**config.mk**
```make
export PLATFORM = sky130hd
export DESIGN_NAME = mac_acc_block_flat
export DESIGN_NICKNAME = d
export VERILOG_FILES = /design/src/rtl/mac_acc_block_if.sv /design/src/rtl/mac_acc_block.sv /design/src/flat_wrapper.sv
export SDC_FILE = /design/constraint.sdc
export NUM_CORES = 1
export LEC_CHECK = 0
export BUFFER_PORTS_ARGS = -buffer_cell sky130_fd_sc_hd__buf_2
export CAP_MARGIN = 20
export CORE_UTILIZATION = 46
export DETAILED_ROUTE_END_ITERATION = 10
export PLACE_DENSITY = 0.62
export SYNTH_ARGS = -nofsm -noshare
export SYNTH_HDL_FRONTEND = slang
export SYNTH_SLANG_ARGS = --single-unit
```
**constraint.sdc**
```tcl
create_clock -name clk -period 11.8 [get_ports clk]
set_input_delay 1.77 -clock clk [delete_from_list [all_inputs] [get_ports clk]]
set_output_delay 1.77 -clock clk [all_outputs]
set_load 0.1 [all_outputs]
```
**src/rtl/mac_acc_block_if.sv**
```systemverilog
// Beat-in / result-out bundle for mac_acc_block: mode, enable, four products, both handshakes
// and the per-group status flags.
interface mac_acc_block_if #(
  parameter int unsigned MIN_W  = 8,
  parameter int unsigned IN_W   = 5 * MIN_W,
  parameter int unsigned ACC_W  = 8 * MIN_W,
  parameter int unsigned CONF_W = 2
);
  logic              en;
  logic [CONF_W-1:0] cfg;
  logic [IN_W-1:0]   P0;
  logic [IN_W-1:0]   P1;
  logic [IN_W-1:0]   P2;
  logic [IN_W-1:0]   P3;
  logic              in_valid;
  logic              in_last;
  logic              in_ready;
  logic [ACC_W-1:0]  acc_out;
  logic              out_valid;
  logic              out_ready;
  logic [3:0]        ovf;
  logic              cfg_err;

  modport master (
    output en, cfg, P0, P1, P2, P3, in_valid, in_last, out_ready,
    input  in_ready, acc_out, out_valid, ovf, cfg_err
  );

  modport slave (
    input  en, cfg, P0, P1, P2, P3, in_valid, in_last, out_ready,
    output in_ready, acc_out, out_valid, ovf, cfg_err
  );
endinterface

```
**src/rtl/mac_acc_block.sv**
```systemverilog
// SIMD accumulator behind the four multiply blocks: SINGLE/DUAL/QUAD lane products, unsigned.
// Optional MAC_ACC_SAT_EN: lanes saturate to all-ones on carry-out instead of wrapping.
module mac_acc_block #(
  parameter int unsigned MIN_W = 8,
  parameter int unsigned IN_W  = 5 * MIN_W,
  parameter int unsigned ACC_W = 8 * MIN_W
) (
  input logic           clk,
  input logic           rst,
  mac_acc_block_if.slave bus
);

  localparam int unsigned L1W = 2 * MIN_W;
  localparam int unsigned L2W = 4 * MIN_W;

  localparam logic [1:0] MacSingle = 2'd0;
  localparam logic [1:0] MacDual   = 2'd1;
  localparam logic [1:0] MacQuad   = 2'd2;

  typedef enum logic {StAcc, StDrain} state_e;

  state_e           state_q, state_d;
  logic [ACC_W-1:0] acc_q, acc_out_q;
  logic [3:0]       ovf_q;
  logic             cfg_err_q;
  logic             first_q;
  logic [1:0]       mode_q;

  logic [IN_W-1:0]  p [4];
  logic [ACC_W-1:0] base, sum_single, sum_dual, sum_quad, acc_upd, lq;
  logic [L2W-1:0]   ld [2];
  logic [3:0]       cy_single, cy;
  logic [1:0]       cy_dual;
  logic             cy_quad;
  logic [1:0]       mode;
  logic             bad_mode;
  logic             beat, out_hs;

  assign p[0] = bus.P0;
  assign p[1] = bus.P1;
  assign p[2] = bus.P2;
  assign p[3] = bus.P3;

  assign beat   = (state_q == StAcc) && bus.en && bus.in_valid;
  assign out_hs = (state_q == StDrain) && bus.out_ready;

  // The first beat of a group uses the live cfg; later beats use the latched mode.
  assign mode = first_q ? bus.cfg[1:0] : mode_q;

  always_comb begin
    base       = first_q ? '0 : acc_q;
    sum_single = '0;
    sum_dual   = '0;
    cy_single  = '0;
    cy_dual    = '0;
    for (int n = 0; n < 4; n++) begin
      {cy_single[n], sum_single[n*L1W +: L1W]} =
          {1'b0, base[n*L1W +: L1W]} + {1'b0, p[n][L1W-1:0]};
`ifdef MAC_ACC_SAT_EN
      if (cy_single[n]) sum_single[n*L1W +: L1W] = '1;
`endif
    end
    for (int k = 0; k < 2; k++) begin
      ld[k] = L2W'(ACC_W'(p[2*k]) + (ACC_W'(p[2*k+1]) << MIN_W));
      {cy_dual[k], sum_dual[k*L2W +: L2W]} = {1'b0, base[k*L2W +: L2W]} + {1'b0, ld[k]};
`ifdef MAC_ACC_SAT_EN
      if (cy_dual[k]) sum_dual[k*L2W +: L2W] = '1;
`endif
    end
    lq = ACC_W'(p[0]) + (ACC_W'(p[1]) << MIN_W) + (ACC_W'(p[2]) << (2 * MIN_W)) +
         (ACC_W'(p[3]) << (3 * MIN_W));
    {cy_quad, sum_quad} = {1'b0, base} + {1'b0, lq};
`ifdef MAC_ACC_SAT_EN
    if (cy_quad) sum_quad = '1;
`endif
  end

  always_comb begin
    acc_upd  = base;
    cy       = '0;
    bad_mode = 1'b0;
    case (mode)
      MacSingle: begin
        acc_upd = sum_single;
        cy      = cy_single;
      end
      MacDual: begin
        acc_upd = sum_dual;
        cy      = {2'b00, cy_dual};
      end
      MacQuad: begin
        acc_upd = sum_quad;
        cy      = {3'b000, cy_quad};
      end
      // Undefined mode contributes zero products and flags the group.
      default: bad_mode = 1'b1;
    endcase
  end

  always_comb begin
    state_d       = state_q;
    bus.in_ready  = 1'b0;
    bus.out_valid = 1'b0;
    unique case (state_q)
      StAcc: begin
        bus.in_ready = bus.en;
        if (beat && bus.in_last) state_d = StDrain;
      end
      StDrain: begin
        bus.out_valid = 1'b1;
        if (bus.out_ready) state_d = StAcc;
      end
      default: state_d = StAcc;
    endcase
  end

  always_ff @(posedge clk) begin
    if (rst) begin
      state_q   <= StAcc;
      acc_q     <= '0;
      acc_out_q <= '0;
      ovf_q     <= '0;
      cfg_err_q <= 1'b0;
      first_q   <= 1'b1;
      mode_q    <= MacSingle;
    end else begin
      state_q <= state_d;
      if (beat) begin
        acc_q   <= acc_upd;
        ovf_q   <= (first_q ? 4'b0000 : ovf_q) | cy;
        first_q <= 1'b0;
        if (first_q) begin
          mode_q    <= bus.cfg[1:0];
          cfg_err_q <= bad_mode;
        end
        if (bus.in_last) acc_out_q <= acc_upd;
      end
      if (out_hs) first_q <= 1'b1;
    end
  end

  assign bus.acc_out = acc_out_q;
  assign bus.ovf     = ovf_q;
  assign bus.cfg_err = cfg_err_q;

endmodule

```
**src/flat_wrapper.sv**
```systemverilog
// flat-port wrapper written by rule: the top's interface ports become plain ports
module mac_acc_block_flat 
#(
  parameter int unsigned MIN_W = 8,
  parameter int unsigned IN_W  = 5 * MIN_W,
  parameter int unsigned ACC_W = 8 * MIN_W
)
  (clk, rst, bus_en, bus_cfg, bus_P0, bus_P1, bus_P2, bus_P3, bus_in_valid, bus_in_last, bus_out_ready, bus_in_ready, bus_acc_out, bus_out_valid, bus_ovf, bus_cfg_err);
  mac_acc_block_if #(.MIN_W(MIN_W), .IN_W(IN_W), .ACC_W(ACC_W)) bus_i ();
  input logic clk;
  input logic rst;
  input wire logic [$bits(bus_i.en)-1:0] bus_en;
  input wire logic [$bits(bus_i.cfg)-1:0] bus_cfg;
  input wire logic [$bits(bus_i.P0)-1:0] bus_P0;
  input wire logic [$bits(bus_i.P1)-1:0] bus_P1;
  input wire logic [$bits(bus_i.P2)-1:0] bus_P2;
  input wire logic [$bits(bus_i.P3)-1:0] bus_P3;
  input wire logic [$bits(bus_i.in_valid)-1:0] bus_in_valid;
  input wire logic [$bits(bus_i.in_last)-1:0] bus_in_last;
  input wire logic [$bits(bus_i.out_ready)-1:0] bus_out_ready;
  output wire logic [$bits(bus_i.in_ready)-1:0] bus_in_ready;
  output wire logic [$bits(bus_i.acc_out)-1:0] bus_acc_out;
  output wire logic [$bits(bus_i.out_valid)-1:0] bus_out_valid;
  output wire logic [$bits(bus_i.ovf)-1:0] bus_ovf;
  output wire logic [$bits(bus_i.cfg_err)-1:0] bus_cfg_err;
  assign bus_i.en = bus_en;
  assign bus_i.cfg = bus_cfg;
  assign bus_i.P0 = bus_P0;
  assign bus_i.P1 = bus_P1;
  assign bus_i.P2 = bus_P2;
  assign bus_i.P3 = bus_P3;
  assign bus_i.in_valid = bus_in_valid;
  assign bus_i.in_last = bus_in_last;
  assign bus_i.out_ready = bus_out_ready;
  assign bus_in_ready = bus_i.in_ready;
  assign bus_acc_out = bus_i.acc_out;
  assign bus_out_valid = bus_i.out_valid;
  assign bus_ovf = bus_i.ovf;
  assign bus_cfg_err = bus_i.cfg_err;
  mac_acc_block #(.MIN_W(MIN_W), .IN_W(IN_W), .ACC_W(ACC_W)) u_core (.clk(clk), .rst(rst), .bus(bus_i));
endmodule
```
Yosys cells after proc, flatten, opt, wreduce, memory -nomap -nowiden
Index checks and enable logic that the tools add are counted.
- bits in writable memories: 0
- logic and storage cells: 42
- memories: 0
- flip-flop bits (word level): 137
- ROM bits: 0
- output and inout bits: 71
- bits in latches: 0
- input port bits: 168
- reductions and logical operators: 9
- divide/modulo/power cells: 0
- multipliers: 0
- order comparisons: 0
- bitwise logic cells: 2
- multiplexer cells: 11
- add/subtract/negate cells: 11
- shift-type cells: 0
- equal/unequal tests: 2
- operators with widths (operator ; count):
    $pmux 64 s3 ; 1
    $add 16x16->17 ; 4
    $add 32x32->33 ; 2
    $add 64x64->65 ; 1
    $add 64x64->64 ; 1
    $mux 64 ; 1
    $add 49x56->57 ; 1
    $add 40x48->49 ; 1
    $add 32x32->32 ; 1
    $pmux 4 s3 ; 1
    $mux 1 ; 5
    $logic_and 1x1->1 ; 4
    $mux 4 ; 1
    $or 4x4->4 ; 1
    $reduce_and 2->1 ; 2
    $reduce_or 3->1 ; 1
    $eq 2x1->1 const B ; 1
    $eq 2x2->1 const B ; 1
    $logic_not 2->1 ; 1
    $mux 2 ; 1
    $pmux 1 s2 ; 1
    $reduce_or 2->1 ; 1
    $not 1->1 ; 1

Logic depth before layout (Yosys ltp)
Gate-level depths: netlist of the first run.
- depth after elaboration: 6
- mapped depth: 47
- depth with buffers taken out: 45

Worst setup path before layout of the first run
OpenSTA, ideal clock, no wires.
- path type: input to register
- start: in bus_P1[0]
- end: reg u_core.acc_out_q[61] (netlist: u_core.bus.acc_out[61])
- setup time: 0.123 ns
- cell stages on the path: 44
- setup slack: 1.985 ns
- required time: 11.677 ns
- arrival: 9.692 ns
- buffers on the path: 2
- path through: ha_1 -> fa_1 -> a21o_1 -> a21oi_1 -> nor2b_1 -> o311ai_0 -> nand3b_1 -> and2_1 -> o21a_1 -> nor2_1 -> xnor2_1 -> ha_1 -> a21o_1 -> a21o_1 -> a21oi_1 -> a21bo_2 -> a21oi_1 -> o21a_1 -> [8 not listed] -> inv_1 -> o211a_1 -> o21ai_0 -> nand3_1 -> a31oi_1 -> o21ai_0 -> xnor2_1 -> ha_1 -> clkbuf_1 -> nand2_1 -> nor2_1 -> nand3_1 -> or4_1 -> o211a_1 -> a21oi_1 -> nor3b_1 -> o21ai_1 -> o21ai_1
- cells in the longest elaborated chain, start to end: 5
- RTL lines (item ; RTL line ; RTL):
    start, declared ; flat_wrapper.sv:15 ; input wire logic [$bits(bus_i.P1)-1:0] bus_P1;
    $add 40x48->49 ; n/a ;
    $add 49x56->57 ; mac_acc_block.sv:70 ; lq = ACC_W'(p[0]) + (ACC_W'(p[1]) << MIN_W) + (ACC_W'(p[2]) << (2 * MIN_W)) +
    $add 64x64->64 ; mac_acc_block.sv:70 ;
    $add 64x64->65 ; mac_acc_block.sv:72 ; {cy_quad, sum_quad} = {1'b0, base} + {1'b0, lq};
    $pmux 64 s3 ; mac_acc_block.sv:82 ; case (mode)
    end signal, assigned ; mac_acc_block.sv:136 ; if (bus.in_last) acc_out_q <= acc_upd;
    end, declared ; mac_acc_block.sv:23 ; logic [ACC_W-1:0] acc_q, acc_out_q;
Every way passes these cells.
A chain may end at the register's enable or synchronous reset.

Worst setup path in the final report of the first run
- start: in bus_P1[8]
- end: reg u_core.acc_q[60]
- cells in the longest elaborated chain, start to end: 5
- RTL lines (item ; RTL line ; RTL):
    $add 40x48->49 ; n/a ;
    $add 49x56->57 ; mac_acc_block.sv:70 ;
    $add 64x64->64 ; mac_acc_block.sv:70 ;
    $add 64x64->65 ; mac_acc_block.sv:72 ;
    $pmux 64 s3 ; mac_acc_block.sv:82 ;
    end signal, assigned ; mac_acc_block.sv:129 ; acc_q <= acc_upd;
    end, declared ; mac_acc_block.sv:23 ;
Every way passes these cells.

==> impl_metrics.json, run 1 <==
{
  "clock-sinks": 137,
  "crit_required_ns": 12.05,
  "p_per_area_mw_per_mm2": 148,
  "track_usage_pct": 36.9,
  "cp-start-kind": "input port",
  "netlist_area_sq_mm": 0.0212,
  "num_io_pins": 239,
  "worstSetupStartpoint": "bus_P1[8]",
  "wirelength_um": 89100,
  "synth-main-ff-cell": "dfxtp_1",
  "finalSetupViolCount": 0,
  "synth_common_cells": "a21oi_1, ha_1, nor2_1, nand2_1, o21ai_0",
  "synthToLayoutAreaGrowth_pct": 12.4,
  "die_h_um": 217,
  "yosysMostFrequentCell": "a21oi_1",
  "power_uw": 3530,
  "clk_path_buf_depth": 2,
  "seq_area_frac_synth_pct": 12.9,
  "num_vias": 24000,
  "hold_violations": 0,
  "avgSynthCellArea_sq_um": 7.31,
  "dieArea_sq_mm": 0.0470,
  "synth_top_family_by_area": "compound AO/OA/AOI/OAI gates",
  "dp_hpwl_um": 72200,
  "gp_congestion": 1.05,
  "rows": 78,
  "worst_pin_slew_ns": 1.07,
  "tritoncts": "done",
  "grt_max_degree": 95,
  "drive_above_1_share_pct": 12.5,
  "pwr-share-comb_pct": 69.1,
  "postSynth.asyncResetShare_pct": 0,
  "synth_edf_count": 0,
  "die_w_um": 217,
  "synth_compound_area_share_pct": 33.4,
  "drc": 0,
  "crit_path_max_fanout": 6,
  "grt-ovfl-total": 0,
  "p_sw_uw": 1860,
  "ys_types": 91,
  "fin_nets": 3562,
  "wl_per_cell_um": 23.9,
  "slowest_delay_ns": 0.52,
  "power_frac_seq_pct": 14.7,
  "synthMuxAreaShare_pct": 0.926,
  "ys_warn_count": 0,
  "synth.area.top_cells": "ha_1, dfxtp_1, a21oi_1",
  "synth_cells": 2900,
  "synth-xor-area-share_pct": 9.58,
  "ant_nets": 0,
  "synth_nets": 3357,
  "pwr-share-clk_pct": 16.2,
  "rsz0062_at_grt": "no",
  "antenna_found_initial": 0,
  "vdd_drop_max_v": 0.000105,
  "worstHoldStart": "u_core.acc_q[43]",
  "synth_seq_cells": 137,
  "htreeDepth": 4,
  "initial_core_util_pct": 46.7,
  "end_kind": "flop",
  "fin_skew_ns": 0.0193,
  "synthSimpleGateAreaFrac_pct": 22.2,
  "clk_latency_ns": 0.43,
  "crit_arrival_ns": 11.12,
  "drtIter0Drc": 2304,
  "cts.clk_slew.worst_paths_ns": 0.06,
  "first_pass_iters": 5,
  "post-cts-setup-buffer-count": 0,
  "cts_hold_buf": 0,
  "grt_pass1_wl_um": 133000,
  "synth_top_area_share_pct": 16.6,
  "clock.fmax_mhz": 92.0,
  "root_buffer": "clkbuf_16",
  "status": "completed",
  "hold_path_class": "flop to flop",
  "nFillCells": 4611,
  "fin_crit_ns": 10.87,
  "path_class": "input port to flop",
  "yosys.area.top_type": "ha_1",
  "fin_crit_sh_pct": 92.1,
  "port_buffers": 238,
  "reg2reg_from": "u_core.first_q",
  "intPower_uw": 1670,
  "drv_slew": 0,
  "cts-resized-gates": 0,
  "switching_share_pct": 52.7,
  "numCtsBuffers": 17,
  "slew_headroom_pct": 28.8,
  "max_cap_violations": 0,
  "setup-tns-final_ns": 0,
  "grt_pass1_vias": 22400,
  "synthAdderAreaFrac_pct": 17.3,
  "cp_slowest_cell": "a2111oi_0",
  "p_leak_uw": 0.0108,
  "post_drt_via_cell_ratio": 6.45,
  "core_sq_mm": 0.0454
}
[cells in the final DEF (no fill, tap or decap), drive strengths merged, types with 13 or more instances in the layout]
cell	synthesis	final
buf	13	302
a21oi	287	287
ha	281	281
nor2	279	279
nand2	215	215
o21ai	207	207
xnor2	161	161
dfxtp	137	137
nor2b	110	110
a21o	107	107
a211oi	104	104
inv	84	93
xor2	71	71
nand3	60	60
nor3	59	59
o21a	50	50
nand4	41	41
nand2b	36	36
o21bai	36	36
nand3b	36	36
a31oi	35	35
o211ai	29	29
o31ai	24	24
and3	24	24
and2	22	22
or3	21	21
a221oi	19	19
a21boi	19	19
clkbuf	103	17
o22ai	16	16
a222oi	14	14
mux2i	14	14
or2	13	13
[state kept, by name, summed over array words and instances, names as in the netlist]
register	cells
u_core.acc_q	64
u_core.bus.acc_out	64
u_core.bus.cfg_err	1
u_core.bus.ovf	4
u_core.first_q	1
u_core.mode_q	2
u_core.state_q	1
[area by class of cell]
cell class	count	area (sq um)	area share [%]
diodes	1	2.50	0.0105
multi-input cells	2563	17800	74.4
clock buffers	17	425	1.78
inverters	84	315	1.32
repair buffers	302	1680	7.04
flip-flops and latches	137	2740	11.5
well taps	600	751	3.15
clock inverters	15	183	0.766
[per-stage QoR]
| stage | hold WS [ns] | util (%) | instances | area (sq um) | worst slack [ns] |
|---|---|---|---|---|---|
| 2_1_floorplan | 0.427 | - | 2900 | 21200 | 1.99 |
| 3_3_place_gp | 0.435 | 51.2 | 3684 | 23200 | 0.584 |
| 3_5_place_dp | 0.442 | 51.2 | 3684 | 23200 | 0.606 |
| 4_1_cts | 0.451 | 52.5 | 3716 | 23800 | 1.00 |
| 5_1_grt | 0.470 | 52.6 | 3718 | 23800 | 0.146 |
| 6_report | 0.454 | 52.6 | 3719 | 23900 | 0.933 |
[worst max-delay path: cells and delay by family]
family | cells | cell delay (ns)
adders and majority gates | 4 | 1.46
and+or+nand+nor | 10 | 2.11
muxes | 1 | 0.06
xor gates and xnor gates | 2 | 0.34
AOI/OAI and AO/OA | 20 | 4.88
buffers and inverters | 3 | 0.48
[kinds of logic after synthesis]
family	Yosys count
multiplexers	19
buffers and inverters	200
flip-flops	137
AND/OR/NAND/NOR	955
AO/OA/AOI/OAI	1068
XOR/XNOR	232
adder cells (fa/ha/maj)	289
[final timing paths]
check,slack (ns),cells past startpoint,to
setup / recovery,0.93,40,u_core.acc_q[60]
hold / removal,0.45,2,u_core.acc_q[43]
setup reg to reg,6.40,13,u_core.bus.acc_out[30]
hold reg to reg,0.45,2,u_core.acc_q[43]
[routing by layer]
layer  wire (um)  global-route usage [%]  vias to the layer above
met4        3850                    15.3                        0
met2       38600                    57.8                     1142
met5           0                       0                        -
met3        7760                    5.79                      173
li1            -                       -                    11300
met1       38900                    50.2                    11400
[power groups by stage]
stage	logic (uW)	registers (uW)	clock network [uW]
final	2440	518	572
after global routing	2620	521	593
after CTS	2370	517	573
after detailed placement	2350	527	0
after global placement	2340	527	0
after floorplan	1590	609	0
Note: power is estimated with default switching activity, not from simulation.
==> run 2, diff against run 1 <==
--- a/config.mk
+++ b/config.mk
@@ -7,6 +7,7 @@
 export LEC_CHECK = 0
 export BUFFER_PORTS_ARGS = -buffer_cell sky130_fd_sc_hd__buf_2
 export CAP_MARGIN = 20
+export CORE_ASPECT_RATIO = 0.6
 export CORE_UTILIZATION = 46
 export DETAILED_ROUTE_END_ITERATION = 10
 export PLACE_DENSITY = 0.62
==> run 2 against run 1 <==
Largest cell class unchanged. Critical path type unchanged. Cell area shrank 0.30%. Setup slack lost 0.43 ns. Utilization grew 0.15 points. Via count grew 3.4%. Sequential power is essentially flat. Critical endpoint is now u_core.bus.acc_out[61]. Routed wire length grew 12%. Largest power group unchanged. Non-clock buffer count shrank 11. First-iteration DRC count grew 63%.
==> impl_metrics.json, run 2 (same netlist as run 1, synthesis figures left out) <==
{
  "status": "completed",
  "power_uw": 3690,
  "worstRegToRegCells": 14,
  "port_buffers": 238,
  "core_sq_mm": 0.0451,
  "cpMostUsedCell": "a21o_1",
  "end_kind": "flop",
  "synthToLayoutAreaGrowth_pct": 12.1,
  "cp_slowest_cell": "or4_1",
  "die_w_um": 279,
  "switching_share_pct": 54.9,
  "timing.rr.end": "u_core.acc_q[30]",
  "cp-endpoint": "u_core.bus.acc_out[61]",
  "crit_path_max_fanout": 7,
  "cp-start-kind": "input port",
  "track_usage_pct": 40.7,
  "tritoncts": "done",
  "wirelength_um": 99600,
  "p_leak_uw": 0.0107,
  "grt_pass1_wl_um": 142000,
  "initial_core_util_pct": 47.0,
  "post_drt_via_cell_ratio": 6.65,
  "hold_path_class": "flop to flop",
  "rsz0062_at_grt": "no",
  "placed_cells": 3694,
  "dp_hpwl_um": 81500,
  "fin_skew_ns": 0.0188,
  "p_per_area_mw_per_mm2": 155,
  "fin_nets": 3551,
  "final_common_cell": "a21oi_1",
  "r2r_setup_slack_ns": 5.94,
  "finish.utilization_pct": 52.7,
  "dieArea_sq_mm": 0.0470,
  "die_h_um": 168,
  "first_pass_iters": 7,
  "clk_path_buf_depth": 2,
  "crit_required_ns": 12.10,
  "timing.hold.ws_ns": 0.457,
  "crit_arrival_ns": 11.60,
  "pwr-share-clk_pct": 15.1,
  "wl_per_cell_um": 26.7,
  "root_buffer": "clkbuf_16",
  "ant_nets": 0,
  "clock.fmax_mhz": 88.5,
  "clock-sinks": 137,
  "drv_slew": 0,
  "setup-tns-final_ns": 0,
  "worstHoldStart": "u_core.bus.acc_out[37]",
  "slew_headroom_pct": 23.5,
  "grt-ovfl-total": 0,
  "worstSetupStartpoint": "bus_P1[1]",
  "power_frac_seq_pct": 14.0,
  "p_sw_uw": 2030,
  "grt_pass1_vias": 21600,
  "path_class": "input port to flop",
  "intPower_uw": 1660,
  "gp_congestion": 1.04,
  "drc": 0,
  "htreeDepth": 4,
  "numCtsBuffers": 17,
  "max_cap_violations": 0,
  "worst_pin_slew_ns": 1.15,
  "clk_latency_ns": 0.45,
  "cts_hold_buf": 0,
  "grt_max_degree": 87,
  "cts.clk_slew.worst_paths_ns": 0.06,
  "rows": 60,
  "finalSetupViolCount": 0,
  "antenna_found_initial": 4,
  "fin_crit_ns": 11.30,
  "drtIter0Drc": 3758,
  "pwr-share-comb_pct": 70.9,
  "slowest_delay_ns": 0.54,
  "drive_above_1_share_pct": 12.2,
  "reg2reg_from": "u_core.first_q",
  "fin_crit_sh_pct": 95.7,
  "num_vias": 24800,
  "fin_cells": 3729,
  "final_cell_mix": "a21oi_1, ha_1, nor2_1",
  "num_io_pins": 239,
  "hold_violations": 0,
  "vdd_drop_max_v": 0.000101
}
-- run 2: cell count changes in the layout (fill, tap and decap cells not counted), moves of 2 or more --
| cell | delta |
|---|---|
| clkinv_2 | -2 |
| clkinv_4 | +2 |
| inv_8 | -2 |
| clkbuf_8 | +2 |
| buf_4 | -9 |
-- run 2: layout make-up --
type | instances | area (sq um)
fill | 4457 | 21300
multi-input combinational | 2563 | 17800
sequential | 137 | 2740
timing repair buffer | 291 | 1590
tap | 620 | 776
clock buffer | 20 | 457
inverter | 84 | 315
clock inverter | 12 | 129
antenna | 2 | 5.00
-- run 2: layer usage --
layer	track usage [%]	up-vias	wire length, um
met3	17.9	82	16700
met5	1.95	-	26
li1	-	11300	-
met2	49.2	1707	34600
met4	5.38	4	956
met1	63.5	11800	47200
-- run 2: stage by stage --
step,setup WS (ns),cell area (sq um)
finish,0.504,23800
global route,0.0315,23800
CTS,0.617,23800
detailed placement,0.219,23200
global placement,0.468,23200
floorplan,1.99,21200
-- run 2: repair_timing --
| action | CTS | global route |
|---|---|---|
| buffers inserted | 0 | 1 |
| resized for setup | 0 | 3 |
| endpoints found under the setup margin | 0 | 9 |
-- run 2: how the worst min path moves through the flow --
stage	end	slack, ns	cells past startpoint
detailed placement	u_core.acc_q[23]	0.44	2
finish	u_core.bus.acc_out[37]	0.46	2
global placement	u_core.acc_q[43]	0.43	2
CTS	u_core.acc_q[2]	0.46	2
floorplan	u_core.acc_q[43]	0.43	2
global route	u_core.acc_q[2]	0.47	2
-- run 2: power groups by stage --
stage	logic, uW	clock network (uW)	registers (uW)
after detailed placement	2460	0	525
after CTS	2480	553	516
final	2610	558	517
after floorplan	1590	0	609
after global routing	2730	574	520
after global placement	2450	0	524
-- run 2: critical path, delay by kind of cell --
family,cells,cell delay [ns]
XOR/XNOR,2,0.26
AO/OA/AOI/OAI,24,6.06
adder cells (fa/ha/maj),4,1.44
buffers and inverters,2,0.31
AND/OR/NAND/NOR,9,1.75
